`config.mk`:
```
export PLATFORM = sky130hd
export DESIGN_NAME = shared_mem_arbiter_flat
export DESIGN_NICKNAME = d
export VERILOG_FILES = /design/src/rtl/shared_mem_arbiter_pkg.sv /design/src/rtl/shared_mem_arbiter_if.sv /design/src/rtl/shared_mem_arbiter_rr_pick.sv /design/src/rtl/shared_mem_arbiter.sv /design/src/flat_wrapper.sv
export SDC_FILE = /design/constraint.sdc
export NUM_CORES = 1
export LEC_CHECK = 0
export CORE_AREA = 2 2 159 161
export CTS_BUF_LIST = sky130_fd_sc_hd__clkbuf_8
export CTS_CLUSTER_DIAMETER = 120
export CTS_CLUSTER_SIZE = 10
export DETAILED_ROUTE_END_ITERATION = 12
export DIE_AREA = 0 0 161 163
export PLACE_DENSITY = 0.49
export SLEW_MARGIN = 20
export SYNTH_ARGS = -nofsm -noshare
export SYNTH_HDL_FRONTEND = slang
export SYNTH_SLANG_ARGS = --single-unit
```
`constraint.sdc`:
```
create_clock -name clk -period 2.7 [get_ports clk]
set_input_delay 0.27 -clock clk [delete_from_list [all_inputs] [get_ports clk]]
set_output_delay 0.27 -clock clk [all_outputs]
set_load 0.05 [all_outputs]
```
`src/rtl/shared_mem_arbiter_pkg.sv`:
```
// Shared definitions for the shared-memory arbiter: FSM encodings and width helper.
package shared_arb_pkg;

    typedef logic [1:0] arb_state_t;

    localparam arb_state_t IDLE   = 2'd0;
    localparam arb_state_t GRANT  = 2'd1;
    localparam arb_state_t RDWAIT = 2'd2;

    // Index width for n items, never less than one bit.
    function automatic int clog2(input int n);
        int r;
        r = 1;
        for (int i = 1; i < 31; i++) begin
            r = ((32'sd1 <<< i) < n) ? (i + 1) : r;
        end
        return r;
    endfunction

endpackage

```
`src/rtl/shared_mem_arbiter_if.sv`:
```
// Core-array and shared-memory bus bundle; slave is the arbiter view, master the environment view.
interface shared_mem_arbiter_if #(
    parameter int NCORES = 4,
    parameter int AW     = 32,
    parameter int DW     = 32
);
    logic [NCORES-1:0]    req;
    logic [NCORES-1:0]    rd;
    logic [NCORES-1:0]    wr;
    logic [NCORES*AW-1:0] addr;
    logic [NCORES*DW-1:0] wdata;
    logic [NCORES-1:0]    stall;
    logic [NCORES-1:0]    done;
    logic [DW-1:0]        rdata;
    logic [AW-1:0]        mem_addr;
    logic [DW-1:0]        mem_wdata;
    logic                 mem_rd;
    logic                 mem_wr;
    logic [DW-1:0]        mem_rdata;

    modport slave (
        input  req, rd, wr, addr, wdata, mem_rdata,
        output stall, done, rdata, mem_addr, mem_wdata, mem_rd, mem_wr
    );

    modport master (
        output req, rd, wr, addr, wdata, mem_rdata,
        input  stall, done, rdata, mem_addr, mem_wdata, mem_rd, mem_wr
    );

endinterface

```
`src/rtl/shared_mem_arbiter_rr_pick.sv`:
```
// Combinational round-robin picker: first requester found walking the ring from last_i+1.
module rr_pick
    import shared_arb_pkg::*;
#(
    parameter int NCORES = 4,
    parameter int OW     = clog2(NCORES)
) (
    input  logic [NCORES-1:0] req_i,
    input  logic [OW-1:0]     last_i,
    output logic              valid_o,
    output logic [OW-1:0]     idx_o
);

    logic [OW-1:0] cand_s;
    logic          hit_s;

    // Ring walk; wrap is explicit so non-power-of-two core counts stay in range.
    always_comb begin
        valid_o = 1'b0;
        idx_o   = '0;
        cand_s  = last_i;
        hit_s   = 1'b0;
        for (int k = 0; k < NCORES; k++) begin
            cand_s  = (cand_s == OW'(NCORES - 1)) ? '0 : (cand_s + OW'(1));
            hit_s   = req_i[cand_s] & ~valid_o;
            idx_o   = hit_s ? cand_s : idx_o;
            valid_o = valid_o | hit_s;
        end
    end

endmodule

```
`src/rtl/shared_mem_arbiter.sv`:
```
// Round-robin arbiter sharing one memory port (1-cycle synchronous read) among NCORES stalled cores.
module shared_mem_arbiter
    import shared_arb_pkg::*;
#(
    parameter int NCORES = 4,
    parameter int AW     = 32,
    parameter int DW     = 32
) (
    input  logic                 clk,
    input  logic                 reset,
    shared_mem_arbiter_if.slave  bus,
    output logic                 err
);

    localparam int            OW       = clog2(NCORES);
    localparam logic [OW-1:0] LAST_RST = OW'(NCORES - 1);

    arb_state_t        state_q, state_d;
    logic [OW-1:0]     owner_q, owner_d;
    logic [OW-1:0]     last_q, last_d;
    logic              err_q, err_d;

    logic              pick_valid_s;
    logic [OW-1:0]     pick_idx_s;
    logic              mem_rd_s;
    logic              mem_wr_s;
    logic              done_en_s;
    logic [AW-1:0]     sel_addr_s;
    logic [DW-1:0]     sel_wdata_s;
    logic [NCORES-1:0] done_s;

    rr_pick #(
        .NCORES (NCORES),
        .OW     (OW)
    ) u_pick (
        .req_i   (bus.req),
        .last_i  (last_q),
        .valid_o (pick_valid_s),
        .idx_o   (pick_idx_s)
    );

    // Owner operand mux; the owner is stalled so its live inputs hold steady.
    always_comb begin
        sel_addr_s  = '0;
        sel_wdata_s = '0;
        for (int i = 0; i < NCORES; i++) begin
            sel_addr_s  = sel_addr_s  | (bus.addr[i*AW +: AW]  & {AW{owner_q == OW'(i)}});
            sel_wdata_s = sel_wdata_s | (bus.wdata[i*DW +: DW] & {DW{owner_q == OW'(i)}});
        end
    end

    // Arbitration FSM; every grant ends back in IDLE, so strobes never run back-to-back.
    always_comb begin
        state_d   = state_q;
        owner_d   = owner_q;
        last_d    = last_q;
        err_d     = err_q;
        mem_rd_s  = 1'b0;
        mem_wr_s  = 1'b0;
        done_en_s = 1'b0;
        case (state_q)
            IDLE: begin
                if (pick_valid_s) begin
                    owner_d = pick_idx_s;
                    state_d = GRANT;
                end else begin
                    state_d = IDLE;
                end
            end
            GRANT: begin
                if (!bus.req[owner_q]) begin
                    last_d  = owner_q;
                    state_d = IDLE;
                end else if (bus.wr[owner_q]) begin
                    mem_wr_s  = 1'b1;
                    done_en_s = 1'b1;
                    err_d     = err_q | bus.rd[owner_q];
                    last_d    = owner_q;
                    state_d   = IDLE;
                end else if (bus.rd[owner_q]) begin
                    mem_rd_s = 1'b1;
                    state_d  = RDWAIT;
                end else begin
                    done_en_s = 1'b1;
                    err_d     = 1'b1;
                    last_d    = owner_q;
                    state_d   = IDLE;
                end
            end
            RDWAIT: begin
                done_en_s = 1'b1;
                last_d    = owner_q;
                state_d   = IDLE;
            end
            default: begin
                state_d = IDLE;
            end
        endcase
    end

    // Completion pulse goes to the owner only.
    always_comb begin
        done_s = '0;
        for (int i = 0; i < NCORES; i++) begin
            done_s[i] = done_en_s & (owner_q == OW'(i));
        end
    end

    // State registers; reset drops everything back to IDLE so strobes fall immediately.
    always_ff @(posedge clk or posedge reset) begin
        if (reset) begin
            state_q <= IDLE;
            owner_q <= '0;
            last_q  <= LAST_RST;
            err_q   <= 1'b0;
        end else begin
            state_q <= state_d;
            owner_q <= owner_d;
            last_q  <= last_d;
            err_q   <= err_d;
        end
    end

    assign bus.stall     = bus.req & ~done_s;
    assign bus.done      = done_s;
    assign bus.mem_rd    = mem_rd_s;
    assign bus.mem_wr    = mem_wr_s;
    assign bus.mem_addr  = (state_q == GRANT)  ? sel_addr_s    : '0;
    assign bus.mem_wdata = (state_q == GRANT)  ? sel_wdata_s   : '0;
    assign bus.rdata     = (state_q == RDWAIT) ? bus.mem_rdata : '0;
    assign err           = err_q;

endmodule

```
`src/flat_wrapper.sv`:
```
// flat-port wrapper written by rule: the top's interface ports become plain ports
module shared_mem_arbiter_flat import shared_arb_pkg::*;
#(
    parameter int NCORES = 4,
    parameter int AW     = 32,
    parameter int DW     = 32
)
  (clk, reset, err, bus_req, bus_rd, bus_wr, bus_addr, bus_wdata, bus_mem_rdata, bus_stall, bus_done, bus_rdata, bus_mem_addr, bus_mem_wdata, bus_mem_rd, bus_mem_wr);
  shared_mem_arbiter_if #(.NCORES(NCORES), .AW(AW), .DW(DW)) bus_i ();
  input  logic clk;
  input  logic reset;
  output logic err;
  input wire logic [$bits(bus_i.req)-1:0] bus_req;
  input wire logic [$bits(bus_i.rd)-1:0] bus_rd;
  input wire logic [$bits(bus_i.wr)-1:0] bus_wr;
  input wire logic [$bits(bus_i.addr)-1:0] bus_addr;
  input wire logic [$bits(bus_i.wdata)-1:0] bus_wdata;
  input wire logic [$bits(bus_i.mem_rdata)-1:0] bus_mem_rdata;
  output wire logic [$bits(bus_i.stall)-1:0] bus_stall;
  output wire logic [$bits(bus_i.done)-1:0] bus_done;
  output wire logic [$bits(bus_i.rdata)-1:0] bus_rdata;
  output wire logic [$bits(bus_i.mem_addr)-1:0] bus_mem_addr;
  output wire logic [$bits(bus_i.mem_wdata)-1:0] bus_mem_wdata;
  output wire logic [$bits(bus_i.mem_rd)-1:0] bus_mem_rd;
  output wire logic [$bits(bus_i.mem_wr)-1:0] bus_mem_wr;
  assign bus_i.req = bus_req;
  assign bus_i.rd = bus_rd;
  assign bus_i.wr = bus_wr;
  assign bus_i.addr = bus_addr;
  assign bus_i.wdata = bus_wdata;
  assign bus_i.mem_rdata = bus_mem_rdata;
  assign bus_stall = bus_i.stall;
  assign bus_done = bus_i.done;
  assign bus_rdata = bus_i.rdata;
  assign bus_mem_addr = bus_i.mem_addr;
  assign bus_mem_wdata = bus_i.mem_wdata;
  assign bus_mem_rd = bus_i.mem_rd;
  assign bus_mem_wr = bus_i.mem_wr;
  shared_mem_arbiter #(.NCORES(NCORES), .AW(AW), .DW(DW)) u_core (.clk(clk), .reset(reset), .bus(bus_i), .err(err));
endmodule
```
Yosys cells after proc, flatten, opt, wreduce, memory -nomap -nowiden
Index checks and enable logic that the tools add are counted.
W data, S select, Z words.
Storage, ports and cells
  output and inout bits: 107
  input port bits: 302
  register bits after elaboration: 7
Operators by class
  reduce and logical (&&, ||, !) cells: 6
  $add $sub $neg: 4
  $lt $le $gt $ge: 5
  eq/ne operators: 11
  bitwise logic cells: 30
  muxes and demuxes: 47
Operators with widths (number)
  $and A32 B32 Y32: 8
  $or A32 B32 Y32: 6
  $mux W32: 3
  $mux W2: 14
  $mux W1: 20
  $lt A2 B3 Y1 const B: 5
  $bmux W1 S2: 7
  $eq A2 B2 Y1 const B: 7
  $add A2 B1 Y2 const B: 4
  $pmux W2 S2: 2
  $and A1 B1 Y1: 7
  $and A4 B4 Y4: 1
  $eq A2 B1 Y1 const B: 2
  $logic_not A2 Y1: 2
  $ne A4 B4 Y1 const B: 1
  $not A4 Y4: 1
  $or A1 B1 Y1: 4
  $reduce_and A2 Y1: 2
  $not A1 Y1: 3
  $reduce_and A3 Y1: 1
  $ne A2 B1 Y1 const B: 1
  $pmux W1 S2: 1
  $reduce_bool A2 Y1: 1

Logic depth before layout (Yosys ltp)
  word-level depth: 16
  gate-level depth with buffers: 6

Modules after synthesis
Synthesis repeated with hierarchy kept, for this count alone.
Second synthesis, totals
  cells, all modules: 247
  area total of the unflattened synthesis: 2762.6 µm²
Modules (own cells, without submodules)
  shared_mem_arbiter: area an instance 2678.8 µm², instances 1, cells an instance 233, sequential area each 177.7 µm²
  rr_pick: area an instance 83.8 µm², instances 1, cells an instance 14, sequential area each 0.0 µm²

Least setup slack after synthesis
No wires, ideal clock.
  path type: reg-to-output
  from: register u_core.owner_q[0]
  to: output bus_done[0]
  stages on the path, launching flop included: 5
  path slack: 0.198 ns
  data required time: 2.430 ns
  arrival time: 2.232 ns
  path buffers: 0
  cells stage by stage: dfrtp_1 > mux4_2 > nand2b_4 > a31oi_4 > nor3_1
On the way
  longest elaborated chain between the ends: 7
  elaborated cells between the ends (all ways): 12
  classes of those cells: mux (10); bitwise (1); reduce/logical (1)
RTL lines
  from (decl): line shared_mem_arbiter.sv:19  | logic [OW-1:0] owner_q, owner_d;
  from (signal assigned): line shared_mem_arbiter.sv:118  | owner_q <= owner_d;
  $bmux W1 S2: line shared_mem_arbiter.sv:80  | end else if (bus.rd[owner_q]) begin
  $mux W1 (implied by the code): line shared_mem_arbiter.sv:80
  $mux W1: line shared_mem_arbiter.sv:80
  $mux W1: line shared_mem_arbiter.sv:74  | end else if (bus.wr[owner_q]) begin
  $mux W1: line shared_mem_arbiter.sv:71  | if (!bus.req[owner_q]) begin
  $pmux W1 S2: line shared_mem_arbiter.sv:61  | case (state_q)
  $and A1 B1 Y1 (*): line shared_mem_arbiter.sv:105  | done_s[i] = done_en_s & (owner_q == OW'(i));
  to (decl): line flat_wrapper.sv:20  | output wire logic [$bits(bus_i.done)-1:0] bus_done;
Mark *: on every way between the ends. The rest lies on a longest branch, timed or not. The select of a mux whose other input is x is not followed.

Worst setup path in the final report
  from: register u_core.owner_q[0]
  to: output bus_stall[3]
On the way
  longest elaborated chain between the ends: 9
  elaborated cells between the ends (all ways): 14
  classes of those cells: eq/ne (1); mux (10); bitwise (3)
RTL lines
  $bmux W1 S2: line shared_mem_arbiter.sv:80
  $mux W1 (implied by the code): line shared_mem_arbiter.sv:80
  $mux W1: line shared_mem_arbiter.sv:80
  $mux W1: line shared_mem_arbiter.sv:74
  $mux W1: line shared_mem_arbiter.sv:71
  $pmux W1 S2: line shared_mem_arbiter.sv:61
  $and A1 B1 Y1 (*): line shared_mem_arbiter.sv:105
  $not A4 Y4 (*): line shared_mem_arbiter.sv:124  | assign bus.stall = bus.req & ~done_s;
  $and A4 B4 Y4 (*): line shared_mem_arbiter.sv:124
  to (decl): line flat_wrapper.sv:19  | output wire logic [$bits(bus_i.stall)-1:0] bus_stall;
Marked as above.

==> qor.json <==
{
  "share_clk_of_total_power": {"value": 0.020},
  "fin_tns_setup": {"value": 0, "unit": "ns"},
  "avgSynthCellArea": {"value": 11.3, "unit": "µm²"},
  "post_cts_buffers": {"value": 0},
  "grt_start_max_net_pins": {"value": 63},
  "power.sequential.fraction": {"value": 0.035},
  "ys_async_sr_fraction": {"value": 1.00},
  "wirelength": {"value": 18.4, "unit": "mm"},
  "outcome": {"value": "finished clean"},
  "dr.pass1.iters": {"value": 4},
  "cts_made_buffers": {"value": 3},
  "final_core_utilization": {"value": 0.300},
  "synth.area.top_cells": {"value": "mux4_2, and2_1, dfrtp_1, buf_4, dfstp_2"},
  "fp.dieArea": {"value": 26200, "unit": "µm²"},
  "p_int": {"value": 3290, "unit": "µW"},
  "report.final.setup_viol": {"value": 0},
  "power_density_relative_to_cell_area": {"value": 969, "unit": "nW/µm²"},
  "synth_top_cell_by_area": {"value": "mux4_2"},
  "clock.fmax": {"value": 422, "unit": "MHz"},
  "timing.final.crit_share": {"value": 0.878},
  "grt.total_usage": {"value": 0.129},
  "core.rowCount": {"value": 58},
  "core": {"value": 24700, "unit": "µm²"},
  "yosysTopAreaCellShare": {"value": 0.538},
  "final_net_count": {"value": 945},
  "postSynthCellCount": {"value": 245},
  "timing.final.hold_violations": {"value": 0},
  "yosysUniqueCellTypes": {"value": 30},
  "critPathBufInv": {"value": 1},
  "hold_class": {"value": "primary input to asynchronous set/reset pin"},
  "crit_required": {"value": 2.43, "unit": "ns"},
  "synth_seq_cells": {"value": 7},
  "final_max_slew_viol_count": {"value": 0},
  "grt_pass1_vias": {"value": 3842},
  "clk_tree_root_cell": {"value": "clkbuf_8"},
  "drt-initial-drc-count": {"value": 142},
  "route.detailed.drc": {"value": 0},
  "total_leakage_power": {"value": 0.00281, "unit": "µW"},
  "timing.slew.headroom": {"value": 0.440},
  "cts_hold_buffers": {"value": 0},
  "grt_first_pass_wirelength": {"value": 25.6, "unit": "mm"},
  "most_common_flop_cell_mapped_by_yosys": {"value": "dfrtp_1"},
  "worst_clock_skew": {"value": 0.00188, "unit": "ns"},
  "criticalPathCategory": {"value": "flip-flop to output port"},
  "vias_per_cell": {"value": 3.77},
  "synth_nets": {"value": 551},
  "layout-area-overhead-vs-synth": {"value": 168, "unit": "%"},
  "tritoncts": {"value": "built"},
  "cts_max_level": {"value": 1},
  "cts.repair.resized": {"value": 0},
  "comb_power_share": {"value": 0.945},
  "detailed_place_hpwl": {"value": 15.9, "unit": "mm"},
  "number_of_placed_i_o_pins": {"value": 409},
  "final.min_clock_period": {"value": 2.37, "unit": "ns"},
  "synth_area": {"value": 2770, "unit": "µm²"},
  "weighted_congestion_at_the_end_of_routability_driven_global_placement": {"value": 0.805},
  "grt_antenna_before_repair": {"value": 5},
  "count_of_flip_flops_with_a_built_in_enable_after_synthesis": {"value": 0},
  "slowest_stage": {"value": "mux4_2"},
  "critPathMaxStageDelay": {"value": 0.53, "unit": "ns"},
  "max-cap-violations": {"value": 0},
  "total_power": {"value": 7170, "unit": "µW"},
  "tightest_slew": {"value": 0.829, "unit": "ns"},
  "wire_per_inst": {"value": 18.9, "unit": "µm"},
  "power.share.switching": {"value": 0.541},
  "dieWidth": {"value": 161, "unit": "µm"},
  "timing.critical_path.to_type": {"value": "output port"},
  "clkTransAtPathRegs": {"value": 0.04, "unit": "ns"},
  "yosysSeqAreaShare": {"value": 0.0643},
  "ys_warn_count": {"value": 0},
  "cell_types_with_the_highest_counts_after_synthesis": {"value": "and2_1, mux4_2, clkbuf_1"},
  "detailroute.via_count": {"value": 3673},
  "initial_core_util": {"value": 0.112},
  "clk_path_buf_depth": {"value": 2},
  "global_route.overflow_total": {"value": 0},
  "antenna_violating_nets_post_route": {"value": 0},
  "vdd_ir_drop_max": {"value": 0.000548, "unit": "V"},
  "post_route_cells_drive_above_1_share": {"value": 0.299},
  "cp.arrival": {"value": 2.10, "unit": "ns"},
  "synth.most_common_cell": {"value": "and2_1"},
  "num-fill-cells": {"value": 2589},
  "io_buffer_count": {"value": 408},
  "worstPathMaxFanout": {"value": 8},
  "critical_path.cell_chain": {"value": "mux4_2 -> nand2b_4 -> a31oi_4 -> o21a_1 -> buf_12"},
  "crit_family": {"value": "multiplexers"},
  "clock-sinks": {"value": 7},
  "net-switching-power": {"value": 3880, "unit": "µW"},
  "clkLatencyLatePin": {"value": 0.23, "unit": "ns"},
  "timing.critical_path.from_type": {"value": "flip-flop"},
  "die-height": {"value": 163, "unit": "µm"},
  "rsz0062_at_grt": {"value": "false"}
}
## worst reg2reg max path: stages (launching register included)
cell and delay (ns):
dfrtp_4 0.47, mux4_2 0.54, nand2b_4 0.19, o21ai_2 0.18, mux2_1 0.34
## sequential cells by signal, indices dropped and copies added (netlist names)
name and flops:
u_core.owner_q 2, u_core.last_q 2, u_core.err 1, u_core.state_q 2
## metrics by stage
stage	cell area (µm²)	setup WS [ns]	std cells	hold WS, ns
6_report	7400	0.331	973	0.291
5_1_grt	7400	0.185	972	0.334
4_1_cts	7390	0.294	968	0.288
3_5_place_dp	7340	0.382	964	0.494
3_3_place_gp	7340	0.398	964	0.493
2_1_floorplan	2770	0.198	245	0.0719
## path summary, 6_finish.rpt
kind                       slack, ns                            end  cells after the start                     startpoint
max                             0.33                   bus_stall[3]                      5  u_core.owner_q[0]$_DFFE_PP0P_
min                             0.29  u_core.owner_q[1]$_DFFE_PP0P_                      2                          reset
max reg2reg                     0.91   u_core.last_q[0]$_DFFE_PP1P_                      4  u_core.owner_q[0]$_DFFE_PP0P_
min reg2reg                     0.50         u_core.err$_DFFE_PP0P_                      1         u_core.err$_DFFE_PP0P_
max in group asynchronous       2.13   u_core.last_q[1]$_DFFE_PP1P_                      2                          reset
min in group clk                0.50         u_core.err$_DFFE_PP0P_                      1         u_core.err$_DFFE_PP0P_
## layout make-up
class / instances / area [µm²] / share of cell area
repair buffers: 415 / 4280 / 0.579
diodes: 5 / 12.5 / 0.00169
multi-input cells: 208 / 2450 / 0.331
well taps: 330 / 413 / 0.0558
clock buffers: 3 / 41.3 / 0.00558
inverters: 4 / 15.0 / 0.00203
flip-flops and latches: 7 / 185 / 0.0250
clock inverters: 1 / 3.75 / 0.000507
## power groups by stage
stage / combinational [µW] / sequential (µW) / clock [µW]
after floorplan: 4390 / 193 / 0
after global placement: 6900 / 255 / 0
after detailed placement: 6890 / 255 / 0
after CTS: 6900 / 254 / 148
after global routing: 7120 / 262 / 152
final: 6780 / 249 / 143
## cells in the final DEF (no fill, tap or decap)
master,count
diode_2,5
o21a_1,3
buf_4,80
and2_1,98
inv_1,5
nand2_1,4
mux4_2,66
nand2b_1,4
o41ai_1,1
dfrtp_1,3
a22o_1,1
nor2_1,6
nor4_1,2
o32ai_1,1
mux2_1,2
mux2i_1,3
dfstp_2,2
o31ai_1,1
o22ai_2,1
nand2b_4,1
o22a_1,1
a31o_1,1
dfrtp_4,2
o21ai_2,1
clkbuf_8,3
o21ai_0,3
nor3_1,1
o31a_1,2
a31oi_4,1
clkdlybuf4s50_1,302
ha_1,3
buf_12,33
ha_2,1
## per-layer routing
layer  track usage  wire (µm)
met1         0.152       6970
met2         0.239       9630
met3        0.0316       1540
met4        0.0223        252
met5             0          0
## kinds of logic after synthesis
kind of cell,after synthesis,share of synthesized area
DFF,7,0.0643
and+or+nand+nor,116,0.256
buffers and inverters,30,0.0516
muxes,71,0.557
adders and majority gates,4,0.0181
AOI/OAI and AO/OA,17,0.0538
Power figures use the tool's default switching activity.
